$ cat config.mk
export PLATFORM = sky130hd
export DESIGN_NAME = timer_ctrl
export DESIGN_NICKNAME = d
export VERILOG_FILES = /design/src/rtl/timer_ctrl_pkg.sv /design/src/rtl/timer_ctrl_sync_edge.sv /design/src/rtl/timer_ctrl.sv
export SDC_FILE = /design/constraint.sdc
export NUM_CORES = 1
export LEC_CHECK = 0
export ABC_CLOCK_PERIOD_IN_PS = 1500
export BUFFER_PORTS_ARGS = -buffer_cell sky130_fd_sc_hd__clkbuf_2
export CAP_MARGIN = 20
export CORE_UTILIZATION = 35
export CTS_CLUSTER_DIAMETER = 150
export CTS_CLUSTER_SIZE = 40
export DETAILED_ROUTE_END_ITERATION = 10
export HOLD_SLACK_MARGIN = 0.15
export SYNTH_ARGS = -nofsm -noshare
export SYNTH_HDL_FRONTEND = slang
export SYNTH_HIERARCHICAL = 1
export SYNTH_SLANG_ARGS = --single-unit
$ cat constraint.sdc
create_clock -name clk -period 1.5 [get_ports clk]
set_input_delay 0.15 -clock clk [delete_from_list [all_inputs] [get_ports clk]]
set_output_delay 0.15 -clock clk [all_outputs]
set_load 0.1 [all_outputs]
$ cat src/rtl/timer_ctrl_pkg.sv
// Shared definitions for the Timer bus-side controller.
// Register addresses, CTRL/STATUS bit positions and the load FSM encoding.
// Pure declarations; no logic.
package timer_ctrl_pkg;

    localparam logic [1:0] ADDR_CTRL   = 2'd0;
    localparam logic [1:0] ADDR_RELOAD = 2'd1;
    localparam logic [1:0] ADDR_STATUS = 2'd2;
    localparam logic [1:0] ADDR_CMD    = 2'd3;

    localparam int CTRL_PERIODIC = 7;
    localparam int CTRL_IRQ_EN   = 8;

    localparam int ST_FLAG = 0;
    localparam int ST_OVR  = 1;
    localparam int ST_ERR  = 2;
    localparam int ST_BUSY = 3;

    typedef enum logic [1:0] {
        IDLE   = 2'd0,
        SETUP  = 2'd1,
        ACCESS = 2'd2
    } state_t;

endpackage

$ cat src/rtl/timer_ctrl_sync_edge.sv
// Multi-flop synchroniser with a rising-edge detector on the synchronised output.
// Latency: SYNC_STAGES cycles to the synced level; rise is combinational from it.
// No backpressure; rise is a single-cycle pulse per low-to-high transition.
module sync_edge #(
    parameter int SYNC_STAGES = 2
) (
    input  logic clk,
    input  logic rst,
    input  logic din,
    output logic rise
);
    import timer_ctrl_pkg::*;

    logic [SYNC_STAGES-1:0] stg;
    logic                   prev;

    // Shift the asynchronous input through the chain and remember the last synced value.
    always_ff @(posedge clk) begin
        if (rst) begin
            stg  <= '0;
            prev <= 1'b0;
        end else begin
            stg  <= {stg[SYNC_STAGES-2:0], din};
            prev <= stg[SYNC_STAGES-1];
        end
    end

    assign rise = stg[SYNC_STAGES-1] & ~prev;

endmodule

$ cat src/rtl/timer_ctrl.sv
// Register front-end for the Timer: config/reload regs, two-phase counter load, sticky irq.
// Latency: reads return next cycle; CMD write to P_EN high is 3 cycles.
// No backpressure on the register bus; load requests during a transfer queue as one pending load.
module timer_ctrl #(
    parameter int SYNC_STAGES = 2,
    parameter int TIMEOUT     = 255
) (
    input  logic        clk,
    input  logic        rst,
    input  logic        wr_en,
    input  logic        rd_en,
    input  logic [1:0]  addr,
    input  logic [15:0] wdata,
    output logic [15:0] rdata,
    output logic        irq,
    output logic [6:0]  TMCON,
    output logic [15:0] PWDATA,
    output logic        PWRITE,
    output logic        P_SEL,
    output logic        P_EN,
    input  logic        PREADY,
    input  logic        int_flag
);
    import timer_ctrl_pkg::*;

    state_t      state, state_nxt;
    logic [8:0]  ctrl;
    logic [15:0] reload;
    logic        flag, ovr, err, load_pend;
    logic [7:0]  tcnt;
    logic        rdy_rise, int_rise;
    logic        timeout_hit;
    logic        busy, take;
    logic        wr_ctrl, wr_reload, wr_status, wr_cmd;
    logic        new_req;
    logic [15:0] rd_mux;

    sync_edge #(.SYNC_STAGES(SYNC_STAGES)) u_rdy_sync (
        .clk  (clk),
        .rst  (rst),
        .din  (PREADY),
        .rise (rdy_rise)
    );

    sync_edge #(.SYNC_STAGES(SYNC_STAGES)) u_int_sync (
        .clk  (clk),
        .rst  (rst),
        .din  (int_flag),
        .rise (int_rise)
    );

    assign wr_ctrl   = wr_en && (addr == ADDR_CTRL);
    assign wr_reload = wr_en && (addr == ADDR_RELOAD);
    assign wr_status = wr_en && (addr == ADDR_STATUS);
    assign wr_cmd    = wr_en && (addr == ADDR_CMD);

    // A CMD write and a periodic rollover in the same cycle collapse into one request.
    assign new_req = (wr_cmd && wdata[0]) || (int_rise && ctrl[CTRL_PERIODIC]);
    assign busy    = (state != IDLE);
    assign take    = (state == IDLE) && load_pend;
    assign TMCON   = ctrl[6:0];

    // State register.
    always_ff @(posedge clk) begin
        if (rst) state <= IDLE;
        else     state <= state_nxt;
    end

    // Next state and bus-phase outputs decoded straight from state so they drop on the exit edge.
    always_comb begin
        state_nxt   = state;
        P_SEL       = 1'b0;
        P_EN        = 1'b0;
        PWRITE      = 1'b0;
        timeout_hit = 1'b0;
        case (state)
            IDLE: begin
                if (load_pend) state_nxt = SETUP;
            end
            SETUP: begin
                P_SEL     = 1'b1;
                PWRITE    = 1'b1;
                state_nxt = ACCESS;
            end
            ACCESS: begin
                P_SEL  = 1'b1;
                PWRITE = 1'b1;
                P_EN   = 1'b1;
                if (rdy_rise) begin
                    state_nxt = IDLE;
                end else if (tcnt == 8'(TIMEOUT - 1)) begin
                    timeout_hit = 1'b1;
                    state_nxt   = IDLE;
                end
            end
            default: state_nxt = IDLE;
        endcase
    end

    // Access-phase cycle counter and load-value latch; PWDATA only changes when a transfer starts.
    always_ff @(posedge clk) begin
        if (rst) begin
            tcnt   <= '0;
            PWDATA <= '0;
        end else begin
            tcnt <= (state == ACCESS) ? tcnt + 8'd1 : 8'd0;
            if (take) PWDATA <= reload;
        end
    end

    // Configuration registers, sticky status (set beats W1C clear) and the pending-load bit.
    always_ff @(posedge clk) begin
        if (rst) begin
            ctrl      <= '0;
            reload    <= '0;
            flag      <= 1'b0;
            ovr       <= 1'b0;
            err       <= 1'b0;
            load_pend <= 1'b0;
            irq       <= 1'b0;
        end else begin
            if (wr_ctrl)   ctrl   <= wdata[8:0];
            if (wr_reload) reload <= wdata;

            if (int_rise)                         flag <= 1'b1;
            else if (wr_status && wdata[ST_FLAG]) flag <= 1'b0;

            if (int_rise && flag)                ovr <= 1'b1;
            else if (wr_status && wdata[ST_OVR]) ovr <= 1'b0;

            if (timeout_hit)                     err <= 1'b1;
            else if (wr_status && wdata[ST_ERR]) err <= 1'b0;

            load_pend <= (load_pend && !take) || new_req;
            irq       <= ctrl[CTRL_IRQ_EN] && flag;
        end
    end

    // Read data selection; unused bits are zero.
    always_comb begin
        rd_mux = '0;
        case (addr)
            ADDR_CTRL:   rd_mux = {7'd0, ctrl};
            ADDR_RELOAD: rd_mux = reload;
            ADDR_STATUS: rd_mux = {12'd0, busy, err, ovr, flag};
            default:     rd_mux = '0;
        endcase
    end

    // Registered read port; holds its value between reads.
    always_ff @(posedge clk) begin
        if (rst)        rdata <= '0;
        else if (rd_en) rdata <= rd_mux;
    end

endmodule

## Word-level counts from Yosys, hierarchy flattened

Cells that the tools add are included.

| word-level totals | value |
|---|---|
| flip-flop bits (word level) | 78 |
| memory bits (read-only) | 0 |
| logic and storage cells | 70 |
| input bits | 24 |
| memories kept | 0 |
| latch bits | 0 |
| memory bits (writable) | 0 |
| output and inout bits | 43 |

| operators by class | value |
|---|---|
| reduce and logical (&&, ||, !) cells | 25 |
| muxes and demuxes | 16 |
| shift operators | 0 |
| eq/ne operators | 8 |
| magnitude comparators | 0 |
| div/mod/pow operators | 0 |
| $add $sub $neg | 1 |
| multipliers | 0 |
| bitwise logic cells | 5 |

Operators by type and width:

| operator | count |
|---|---|
| one-hot mux 16 bit (3 select lines) | 1 |
| logical AND 1 bit | 13 |
| 2-to-1 mux 1 bit | 11 |
| adder 8 x 1 -> 8 bit (second input constant) | 1 |
| == test 8 bit (second input constant) | 1 |
| nonzero test 2 bit | 4 |
| == test 2 bit (second input constant) | 3 |
| 2-to-1 mux 2 bit | 3 |
| one-hot mux 2 bit (3 select lines) | 1 |
| == test 2 x 1 -> 1 bit (second input constant) | 2 |
| logical NOT 2 bit | 2 |
| OR reduction 2 bit | 2 |
| inequality test 3 bit (second input constant) | 1 |
| NOT 1 bit | 3 |
| bitwise AND 1 bit | 2 |
| logical OR 1 bit | 2 |
| inequality test 2 bit (second input constant) | 1 |
| AND reduction 2 bit | 1 |
| logical NOT 1 bit | 1 |

## Logic depth before layout (Yosys ltp)

| depth | value |
|---|---|
| depth in word-level cells | 5 |
| gate-level depth with buffers | 7 |
| gate-level depth less buffers | 5 |

## Cells and area by module

Netlist, hierarchy kept.

By module, submodules not included:

| module | times used | area each (um2) | cells an instance | sequential area each (um2) |
|---|---|---|---|---|
| timer_ctrl | 1 | 2969.1 | 347 | 1441.4 |
| sync_edge | 2 | 87.6 | 7 | 60.1 |

## Worst setup path before layout

Ideal clock, no wire load.

| timing path | value |
|---|---|
| path kind | reg-to-reg |
| start point | register state[0] |
| end point | register state[0] |
| arrival | 1718 ps |
| clock period less this slack | 1852 ps |
| library setup time | 134 ps |
| buffers on the path | 0 |
| required time | 1366 ps |
| setup slack | -352 ps |
| stages on the path, launching flop included | 6 |
| path through | dfxtp_1 inv_1 ha_1 nand2b_1 o21ba_1 o221ai_1 |

| between the ends | value |
|---|---|
| longest elaborated chain between the ends | 3 |
| elaborated cells on any way between the ends | 7 |
| those cells by class | eq/ne: 4; mux: 1; reduce/logical: 2 |

Ends and longest elaborated chain:

| item | line | RTL |
|---|---|---|
| start: declaration | timer_ctrl.sv:26 | `state_t state, state_nxt;` |
| start signal: assignment | timer_ctrl.sv:66 | `else state <= state_nxt;` |
| == test 2 bit or logical NOT 2 bit (tied branches) | timer_ctrl.sv:76 | `case (state)` |
| inequality test 3 bit (no source line) or inequality test 2 bit (tied branches) | -- |  |
| AND reduction 2 bit (no source line) | -- |  |

Parallel ways exist; a longest one is shown, timed or not.
A chain may end at the register's enable or synchronous reset.

## Worst setup path after layout

| timing path | value |
|---|---|
| start point | register state[1] |
| end point | output PWRITE |

| between the ends | value |
|---|---|
| longest elaborated chain between the ends | 3 |
| elaborated cells on any way between the ends | 4 |
| those cells by class | eq/ne: 2; mux: 1; reduce/logical: 1 |

Ends and longest elaborated chain:

| item | line | RTL |
|---|---|---|
| == test 2 bit or == test 2 x 1 -> 1 bit (tied branches) | timer_ctrl.sv:76 |  |
| OR reduction 2 bit (no source line) * | -- |  |
| 2-to-1 mux 1 bit * | timer_ctrl.sv:76 |  |
| end: declaration | timer_ctrl.sv:18 | `output logic PWRITE,` |

Mark *: on every way between the ends. The rest lies on a longest branch, timed or not.

==> results.yml <==
setup_path:
  reg2reg_slack_ns: 0.17
  startpoint: "state[1]"
  worst-path-max-fanout: 4
  rr_worst_depth: 3
  path_class: "register to primary output"
  r2r-start: "tcnt[2]"
  max_stage_delay_ns: 0.35
  crit_path_start_kind: "register"
  r2r-end: "tcnt[7]"
  arrival_ns: 1.29
  cp_slowest_cell: "dfxtp_2"
  cp.required_ns: 1.35
  worstSetupEndpointType: "primary output"
  path_cells: "inv_1, ha_4, buf_12"
clock_tree:
  clock_latency_ns: 0.35
  cts.clk_slew.worst_paths_ns: 0.08
  cts_root_buf: "clkbuf_8"
  cts_buffer_depth: 2
  post_cts_buffers: 0
  cts.sinks: 78
  htreeDepth: 3
  cts_made_buffers: 9
  cts_tree: "done"
timing:
  rsz0062_at_grt: "no"
  clock_skew_ns: 0.01011
  tns_ns: 0
  drv_slew: 0
  worstMarginPinSlew_ns: 0.5703
  min_period_over_period_pct: 96.13
  final-setup-viol-count: 0
  clock.fmax_mhz: 693.5
  min_period_ns: 1.442
  hold_viol: 0
  slew_headroom_pct: 62.14
routing:
  post_drt_via_cell_ratio: 4.818
  drt-pass1-iter-count: 4
  drc: 0
  final_antenna_net_count: 0
  drt_iter0_markers: 132
  vias: 2669
  wire_per_inst_um: 13.03
  drt-total-wl_um: 7221
power_and_ir_drop:
  power_density_nw_per_um2: 1135
  power_mw: 4.591
  ir_drop_uv: 1010
  leakage_nw: 1.577
synthesis:
  synth_area_um2: 3144
  yosysSeqAreaShare_pct: 49.66
  ys_ff_latch: 78
  synthArstFlopShare_pct: 0
  yosys_warnings: 6
  syn_nets: 391
  synthFlopType: "dfxtp_1"
  syn_inst: 361
  synth_cell_types: 40
  yosys.area.top_type: "dfxtp_1"
  synth_top_area_share_pct: 49.66
  avgSynthCellArea_um2: 8.710
  synth_edf_count: 0
  synth.area.top_cells: "dfxtp_1 (50%), nand2_1 (8.6%), a21oi_1 (7.8%)"
hold_path:
  min_to: "rdata[6]"
  worstHoldPathCells: 4
  hold_class: "input port to register"
  hold_start: "rd_en"
layout:
  drive_above_1_share_pct: 23.09
  area.growth.synth_to_final_pct: 28.61
  final_common_cell: "dfxtp_1"
  mostFrequentLayoutCells: "dfxtp_1 (76), nand2_1 (72), clkbuf_2 (63)"
  final_cell_area_um2: 4044
  num_antenna_cells: 0
  fin_nets: 471
floorplan:
  num_rows: 34
  die_w_um: 96.78
  start_util_pct: 36.05
  core_area_um2: 8721
  die_y_um: 96.78
  die-area_um2: 9366
  io_pins: 67
global_routing:
  globalRoute.totalOverflow: 0
  grt_pass1_vias: 2496
  grtUsageTotal_pct: 15.93
  antenna_found_initial: 0
  grt_first_pass_wirelength_um: 11960
  grt_max_degree: 38
flow_run:
  cap_violations: 0
placed_design:
  io_buffers: 66
  hpwl_um: 4945
  gp_congestion: 0.7719
  place_area_um2: 3623
status:
  status: "complete, no violations"
==> Yosys cell counts (2+ instances only) <==
cell type,number
nand2b_1,12
o21ai_0,4
inv_1,5
buf_2,7
nand3b_1,3
clkbuf_1,13
nand3_1,9
dfxtp_1,78
nor2b_2,2
nand4_1,2
nor4bb_1,2
nor2b_1,13
mux2_1,4
buf_4,10
or2_0,3
nand2_1,72
mux2i_1,13
a22oi_1,2
a21oi_1,49
a311oi_1,3
nor2_1,27
ha_1,6
xor2_1,2
or3_1,3
nand4b_1,2
==> worst max path at each step <==
stage	cells past startpoint	to	slack, ns
final	3	PWRITE	0.06
after detailed placement	5	PWDATA[2]	-0.06
after floorplan	3	P_SEL	0.08
after global routing	3	PWRITE	0.003
after CTS	3	PWRITE	0.02
after global placement	5	PWDATA[4]	0.007
==> power by group <==
part           internal, mW  leakage (nW)  switching [mW]
Sequential             2.13         0.633          0.0413
Clock                 0.859        0.0996           0.729
Combinational         0.299         0.844           0.537
==> per-layer routing <==
metal  vias up  GRT usage, %  routed length [µm]
met3        10         3.902                 412
met2        85         23.94                3120
met1      1220         21.81                3595
met4         0         6.544                  93
li1       1354             -                   -
met5         -             0                   0
==> metrics by stage <==
stage | hold WS (ns) | setup slack, ns | cells | utilization [%]
CTS | 0.2824 | 0.01841 | 554 | 46.30
floorplan | 0.2216 | 0.07945 | 361 | -
detailed placement | 0.3687 | -0.06277 | 517 | 41.55
global route | 0.3239 | 0.003255 | 554 | 46.37
finish | 0.2940 | 0.05804 | 554 | 46.37
global placement | 0.3623 | 0.006665 | 517 | 41.55
==> worst max-delay path, delay by kind of cell, from the launching register on <==
kind	cells	cell delay [ns]
DFF	1	0.35
buffers and inverters	2	0.27
adders and majority gates	1	0.32
==> final cells by class <==
type | count | area [µm²]
multi-input combinational | 248 | 1436
sequential | 78 | 1564
clock inverter | 3 | 42.54
fill | 851 | 4677
inverter | 5 | 18.77
timing repair buffer | 99 | 688.2
clock buffer | 13 | 158.9
tap | 108 | 135.1
==> sequential cells by signal (all words and copies together) (netlist names) <==
register,cells
PWDATA,16
rdata,16
reload,16
u_rdy_sync/prev,1
u_int_sync/prev,1
ovr,1
irq,1
state,2
load_pend,1
err,1
u_int_sync/stg,2
tcnt,8
ctrl,9
flag,1
u_rdy_sync/stg,2
==> kinds of logic after synthesis <==
| logic type | synth area share [%] |
|---|---|
| compound gates | 11.50 |
| flops | 49.66 |
| simple gates | 24.04 |
| buf+inv | 5.651 |
| mux | 5.929 |
| xor+xnor | 0.8358 |
| fa+ha+maj | 2.388 |
==> timing repair <==
item | in CTS | in global routing
hold buffers | 21 | 0
endpoints found under the setup margin | 18 | 5
gates resized for setup | 3 | 2
hold endpoints to repair | 30 | 0
No activity file was read; power rests on OpenSTA's default activity.
